### src/rtl/dvs_event_uart_sender_pkg.sv
// dvs_event_uart_sender_pkg: link byte codes, event record and TX state encoding
package dvs_event_uart_sender_pkg;
    localparam logic [7:0] CMD_PING    = 8'hFF;
    localparam logic [7:0] CMD_QUERY   = 8'hFE;
    localparam logic [7:0] RSP_PONG    = 8'h55;
    localparam logic [4:0] RSP_BIN_HI  = 5'h16;
    localparam logic [5:0] RSP_GEST_HI = 6'h28;
    typedef struct packed {
        logic [8:0] x;
        logic [8:0] y;
        logic       pol;
    } event_t;
    typedef enum logic [2:0] {S_IDLE, S_CMD, S_EV0, S_EV1, S_EV2, S_EV3, S_EV4} tx_state_e;
    function automatic logic [7:0] ev_byte(input event_t e, input tx_state_e s);
        return s == S_EV0 ? {7'b0, e.x[8]} :
               s == S_EV1 ? e.x[7:0] :
               s == S_EV2 ? {7'b0, e.y[8]} :
               s == S_EV3 ? e.y[7:0] : {7'b0, e.pol};
    endfunction
endpackage

### src/rtl/dvs_event_fifo.sv
// dvs_event_fifo: synchronous event FIFO; ready is registered from the next-state count
module dvs_event_fifo
    import dvs_event_uart_sender_pkg::*;
#(
    parameter int DEPTH = 4
) (
    input  logic   clk,
    input  logic   rst_n,
    input  logic   push_i,
    input  event_t din_i,
    input  logic   pop_i,
    output event_t dout_o,
    output logic   empty_o,
    output logic   ready_o
);
    localparam int AW = $clog2(DEPTH);
    event_t        mem_q [DEPTH];
    logic [AW-1:0] wp_q, rp_q;
    logic [AW:0]   cnt_q, cnt_d;
    logic          ready_q, do_push;
    assign do_push = push_i && ready_q;
    assign cnt_d   = cnt_q + (AW+1)'(do_push) - (AW+1)'(pop_i);
    assign dout_o  = mem_q[rp_q];
    assign empty_o = cnt_q == '0;
    assign ready_o = ready_q;
    always_ff @(posedge clk) begin
        if (do_push) mem_q[wp_q] <= din_i;
    end
    always_ff @(posedge clk or negedge rst_n) begin
        if (!rst_n) begin
            wp_q    <= '0;
            rp_q    <= '0;
            cnt_q   <= '0;
            ready_q <= 1'b0;
        end else begin
            wp_q    <= wp_q + AW'(do_push);
            rp_q    <= rp_q + AW'(pop_i);
            cnt_q   <= cnt_d;
            ready_q <= cnt_d != (AW+1)'(DEPTH);
        end
    end
endmodule

### src/rtl/dvs_event_uart_sender.sv
// dvs_event_uart_sender: buffers DVS events into 5-byte UART packets, issues PING/QUERY
// and decodes the accelerator's replies with a response timeout.
module dvs_event_uart_sender
    import dvs_event_uart_sender_pkg::*;
#(
    parameter int FIFO_DEPTH     = 4,
    parameter int TIMEOUT_CYCLES = 2000000
) (
    input  logic       clk,
    input  logic       rst_n,
    input  logic       ev_valid,
    input  logic [8:0] ev_x,
    input  logic [8:0] ev_y,
    input  logic       ev_pol,
    output logic       ev_ready,
    input  logic       cmd_ping,
    input  logic       cmd_query,
    output logic [7:0] tx_data,
    output logic       tx_valid,
    input  logic       tx_busy,
    input  logic [7:0] rx_data,
    input  logic       rx_valid,
    output logic       pong,
    output logic       bin_valid,
    output logic [2:0] bin,
    output logic       gesture_valid,
    output logic [1:0] gesture,
    output logic       resp_timeout,
    output logic       rx_err
);
    localparam int TW = $clog2(TIMEOUT_CYCLES + 1);
    tx_state_e     state_q;
    event_t        ev_q, head;
    logic [7:0]    cmd_q, tx_data_q;
    logic [TW-1:0] tmr_q;
    logic [2:0]    bin_q;
    logic [1:0]    gesture_q;
    logic          ping_pend_q, query_pend_q, out_q, out_qry_q;
    logic          tx_valid_q, pong_q, bin_valid_q, gest_valid_q, timeout_q, rx_err_q;
    logic          empty, can_send, pop, is_pong, is_bin, is_gest;
    // the previous-strobe guard hides the transmitter's one-cycle busy latency
    assign can_send = !tx_busy && !tx_valid_q;
    assign pop      = state_q == S_EV0 && can_send;
    assign is_pong  = rx_data == RSP_PONG;
    assign is_bin   = rx_data[7:3] == RSP_BIN_HI;
    assign is_gest  = rx_data[7:2] == RSP_GEST_HI;
    dvs_event_fifo #(.DEPTH(FIFO_DEPTH)) u_fifo (
        .clk     (clk),
        .rst_n   (rst_n),
        .push_i  (ev_valid),
        .din_i   (event_t'({ev_x, ev_y, ev_pol})),
        .pop_i   (pop),
        .dout_o  (head),
        .empty_o (empty),
        .ready_o (ev_ready)
    );
    always_ff @(posedge clk or negedge rst_n) begin
        if (!rst_n) begin
            state_q      <= S_IDLE;
            ev_q         <= '0;
            cmd_q        <= '0;
            tx_data_q    <= '0;
            tmr_q        <= '0;
            bin_q        <= '0;
            gesture_q    <= '0;
            ping_pend_q  <= 1'b0;
            query_pend_q <= 1'b0;
            out_q        <= 1'b0;
            out_qry_q    <= 1'b0;
            tx_valid_q   <= 1'b0;
            pong_q       <= 1'b0;
            bin_valid_q  <= 1'b0;
            gest_valid_q <= 1'b0;
            timeout_q    <= 1'b0;
            rx_err_q     <= 1'b0;
        end else begin
            tx_valid_q   <= 1'b0;
            pong_q       <= 1'b0;
            bin_valid_q  <= 1'b0;
            gest_valid_q <= 1'b0;
            timeout_q    <= 1'b0;
            rx_err_q     <= 1'b0;
            if (out_q) begin
                if (tmr_q == '0) begin
                    out_q     <= 1'b0;
                    timeout_q <= 1'b1;
                end else tmr_q <= tmr_q - 1'b1;
            end
            if (rx_valid) begin
                pong_q       <= is_pong;
                bin_valid_q  <= is_bin;
                gest_valid_q <= is_gest;
                rx_err_q     <= !(is_pong || is_bin || is_gest);
                if (is_bin) bin_q <= rx_data[2:0];
                if (is_gest) gesture_q <= rx_data[1:0];
                // a matching reply beats a timeout expiring in the same cycle
                if (out_q && ((is_pong && !out_qry_q) || (is_bin && out_qry_q))) begin
                    out_q     <= 1'b0;
                    timeout_q <= 1'b0;
                end
            end
            case (state_q)
                S_IDLE: begin
                    if (!out_q && (ping_pend_q || query_pend_q)) begin
                        state_q <= S_CMD;
                        cmd_q   <= ping_pend_q ? CMD_PING : CMD_QUERY;
                    end else if (!empty) state_q <= S_EV0;
                end
                S_CMD: begin
                    if (can_send) begin
                        tx_valid_q <= 1'b1;
                        tx_data_q  <= cmd_q;
                        out_q      <= 1'b1;
                        out_qry_q  <= cmd_q == CMD_QUERY;
                        tmr_q      <= TW'(TIMEOUT_CYCLES - 1);
                        if (cmd_q == CMD_PING) ping_pend_q <= 1'b0;
                        else query_pend_q <= 1'b0;
                        state_q    <= S_IDLE;
                    end
                end
                default: begin
                    if (can_send) begin
                        tx_valid_q <= 1'b1;
                        tx_data_q  <= ev_byte(state_q == S_EV0 ? head : ev_q, state_q);
                        if (state_q == S_EV0) ev_q <= head;
                        state_q    <= state_q == S_EV4 ? S_IDLE : tx_state_e'(state_q + 3'd1);
                    end
                end
            endcase
            if (cmd_ping) ping_pend_q <= 1'b1;
            if (cmd_query) query_pend_q <= 1'b1;
        end
    end
    assign tx_data       = tx_data_q;
    assign tx_valid      = tx_valid_q;
    assign pong          = pong_q;
    assign bin_valid     = bin_valid_q;
    assign bin           = bin_q;
    assign gesture_valid = gest_valid_q;
    assign gesture       = gesture_q;
    assign resp_timeout  = timeout_q;
    assign rx_err        = rx_err_q;
endmodule

### config.mk
export PLATFORM = sky130hd
export DESIGN_NAME = dvs_event_uart_sender
export DESIGN_NICKNAME = d
export VERILOG_FILES = /design/src/rtl/dvs_event_uart_sender_pkg.sv /design/src/rtl/dvs_event_fifo.sv /design/src/rtl/dvs_event_uart_sender.sv
export SDC_FILE = /design/constraint.sdc
export NUM_CORES = 1
export LEC_CHECK = 0
export CAP_MARGIN = 0
export CORE_MARGIN = 1
export CORE_UTILIZATION = 52
export DETAILED_ROUTE_END_ITERATION = 16
export PLACE_DENSITY = 0.76
export SYNTH_ARGS = -nofsm -noshare
export SYNTH_HDL_FRONTEND = slang
export SYNTH_HIERARCHICAL = 1
export SYNTH_SLANG_ARGS = --single-unit
### constraint.sdc
create_clock -name clk -period 2.8 [get_ports clk]
set_clock_uncertainty 0.2 [all_clocks]
set_input_delay 0.56 -clock clk [delete_from_list [all_inputs] [get_ports clk]]
set_output_delay 0.56 -clock clk [all_outputs]
set_load 0.005 [all_outputs]
==> metrics.txt <==
CP arrival=2.70 ns; setup repair after global routing missed its margin=false; cell count after synthesis=446; startpoint types=flop; number of synthesized register bits=151; CP Class=reg -> reg; IO Port Bufs=53; FFs w/ async S/R, synth=49.67%; cell area power density=1026 mW/mm2; Post-synth top flop=edfxtp_1; row count=40; headroom to the max-slew limit=37.80%; detailed-route DRC error count=0; fmax=393.9 MHz; Vias=3908; Initial Util=53.29%; Max Buffers Root-to-Sink=2; Max Cap Viol=0; DPL Wire Length=7584 um; worst-skew pair later-pin latency=0.42 ns; yosys warns=6; H-tree Lvls=4; Synth Area in Compound Gates=6.241%; post-synthesis cell area=0.006375 mm2; Die Wd=112.7 um; fin crit share=90.68%; largest net degree at the start of global routing=76; Pins Over Slew Limit=0; # nets final=561; IO Pins=54; CP cell instances=nor4_1 > nand4_1 > o21ai_0 > mux2_2 > nand2_1; fraction of final layout cells sized beyond drive strength 1=17.48%; syn avg cell area=14.29 um2; status=finished, final reports clean; largest family of logic cells by synthesized area=multiplexers; Num Clock Sinks=151; R2R Setup Slk=0.26 ns; Die ar.=0.01271 mm2; Adder-Cell Fraction of Synth Area=1.492%; n_diodes=0; post-synthesis xor/xnor area fraction=2.552%; Num CTS Buffers=17; leakage power=0.002995 uW; final-report hold violation count=0; HP Class=in -> async; Die Height=112.7 um; CP max-delay cell=nor4_1; sequential area share after synthesis=65.24%; CP Data Required Time=2.96 ns; top cells by area, synth=edfxtp_1 36%, dfrtp_1 29%, mux2_2 4.2%; Top Layer Used=met4; total grt overflow=0; Reg clk slew, reported paths=0.06 ns; kind of end point of the critical path=flop; Syn Nets=487; WL/cell=17.55 um; Setup violations, final=0; number of flops mapped to enable cells by yosys=76; vias in the first global route=3965; CP max FO=8; first-pass GRT wire length=19840 um; CTS root buf=clkbuf_16; mux share of post-synthesis cell area=11.64%; Post-Route M1 WL=5231 um; crit-path leading delay family=simple AND/OR/NAND/NOR gates; vias per inst=5.756; routed wire length=11920 um; Core Box Area=0.01196 mm2; Power, Total=7970 uW; WL met2=5953 um; buffers and inverters on the worst path=0; fin crit period=2.539 ns; post-route ant nets=0; area leader, netlist=edfxtp_1; Post-Synth Simple-Gate Area=10.62%; cts hold-fix bufs=0; CTS tree=built; utilization after layout=64.93%; CP max stage delay=0.54 ns; DR WL met3=566 um; Placer Congestion=0.9612; Netlist cell types=53; minimum hold slack=0.07563 ns; GRT Util Overall=20.48%; Yosys top cell area share=35.80%; Area growth syn-to-layout=21.83%; setup bufs post-CTS=0; worst slew pin tran=0.9329 ns; first-iteration detailed-routing DRC count=428; Worst VDD drop=0.5735 mV; initial antenna violation count=0; Pre-antenna DRT Iters=5; final-layout fill cell count=862; post-CTS resize count=0
## sequential cells by signal (all words and copies together), names as in the netlist, 2 cells and up
signal,count
u_fifo/mem_q,76
tmr_q,21
ev_q,18
tx_data,8
bin,3
state_q,3
u_fifo/cnt_q,3
cmd_q,2
gesture,2
u_fifo/rp_q,2
u_fifo/wp_q,2
## area by class of cell
type | count | area, um2 | share of cell area (%)
sequential | 151 | 4159 | 53.55
clock buffer | 17 | 425.4 | 5.478
clock inverter | 14 | 188.9 | 2.433
tap | 147 | 183.9 | 2.368
inverter | 15 | 56.30 | 0.7250
timing repair buffer | 71 | 663.1 | 8.539
multi-input combinational | 264 | 2090 | 26.91
## cells in the final DEF (no fill, tap or decap), types with 2 or more instances in the layout
master           netlist  layout
o211ai_1               2       2
a22oi_1                7       7
or4_1                  3       3
xor2_1                 6       6
dfrtp_1               75      75
clkdlybuf4s50_1        0      52
and4_1                 2       2
nand2b_1               9       9
and2_1                 2       2
edfxtp_1              76      76
or2_2                  4       4
nand3_1               15      15
ha_1                   6       6
inv_6                  0       5
mux2_2                24      24
nor4_1                 9       9
xnor2_1               10      10
mux4_2                10      10
mux4_1                 9       9
a211oi_1               2       2
nor3b_2                0       2
buf_4                  0      19
and3_1                 5       5
inv_8                  0       3
o21ai_0               18      18
clkbuf_16              0      17
nor2_1                30      30
nor3_1                 9       8
bufinv_16              0       3
nand4_1                3       3
o31ai_1                3       3
nor4bb_1               2       2
nand2_1               31      31
inv_1                 15      15
a211o_1                3       3
a21oi_1               19      19
## per-stage QoR
step / TNS, ns / setup WS, ns / area, um2 / cells
3_3_place_gp: 0 / 0.04874 / 7152 / 648
2_1_floorplan: 0 / 0.02466 / 6375 / 446
6_report: 0 / 0.2610 / 7766 / 679
4_1_cts: 0 / 0.3700 / 7766 / 679
3_5_place_dp: -0.01693 / -0.01693 / 7152 / 648
5_1_grt: 0 / 0.07084 / 7766 / 679
## worst paths after layout
check                                         start                  endpoint  depth (start not counted)
setup / recovery                 tmr_q[4]$_DFF_PN0_        tmr_q[1]$_DFF_PN0_                          5
hold / removal                                rst_n   gesture_valid$_DFF_PN0_                          1
setup reg to reg                 tmr_q[4]$_DFF_PN0_        tmr_q[1]$_DFF_PN0_                          5
hold reg to reg            query_pend_q$_DFFE_PN0P_  query_pend_q$_DFFE_PN0P_                          1
max in group asynchronous                     rst_n       tmr_q[13]$_DFF_PN0_                          1
min in group clk           query_pend_q$_DFFE_PN0P_  query_pend_q$_DFFE_PN0P_                          1
## worst reg2reg max path, cell delays in order (launching register included)
cell	delay (ns)
dfrtp_1	0.44
nor4_1	0.54
nand4_1	0.41
o21ai_0	0.45
mux2_2	0.38
nand2_1	0.06
## per-layer routing
layer  track usage, %  up-vias
met5                0        -
met4            7.378        0
met3            5.678       14
met2            33.50      124
met1            26.47     1942
li1                 -     1828
## synth_stat cells, drive strengths merged, types with 4 or more instances
master  instances
mux2           24
clkbuf         12
nor2           30
nor4            9
xor2            6
ha              6
inv            15
or2             5
and3            5
o21ai          18
nor3            9
buf             4
nand3          15
dfrtp          75
a22oi           7
edfxtp         76
a21oi          19
mux4           19
xnor2          10
nand2b          9
nand2          31
## power by group
part / switching (uW) / internal [uW]
Combinational: 1060 / 1120
Clock: 948 / 1430
Sequential: 423 / 2990
## cells by family (layout without fill, tap and decap cells)
kind of cell	after synthesis	count (layout)
flops	151	151
buf+inv	31	117
mux	44	44
compound gates	64	64
simple gates	132	132
xor+xnor	17	17
fa+ha+maj	7	7
(Power assumes the default switching activity.)
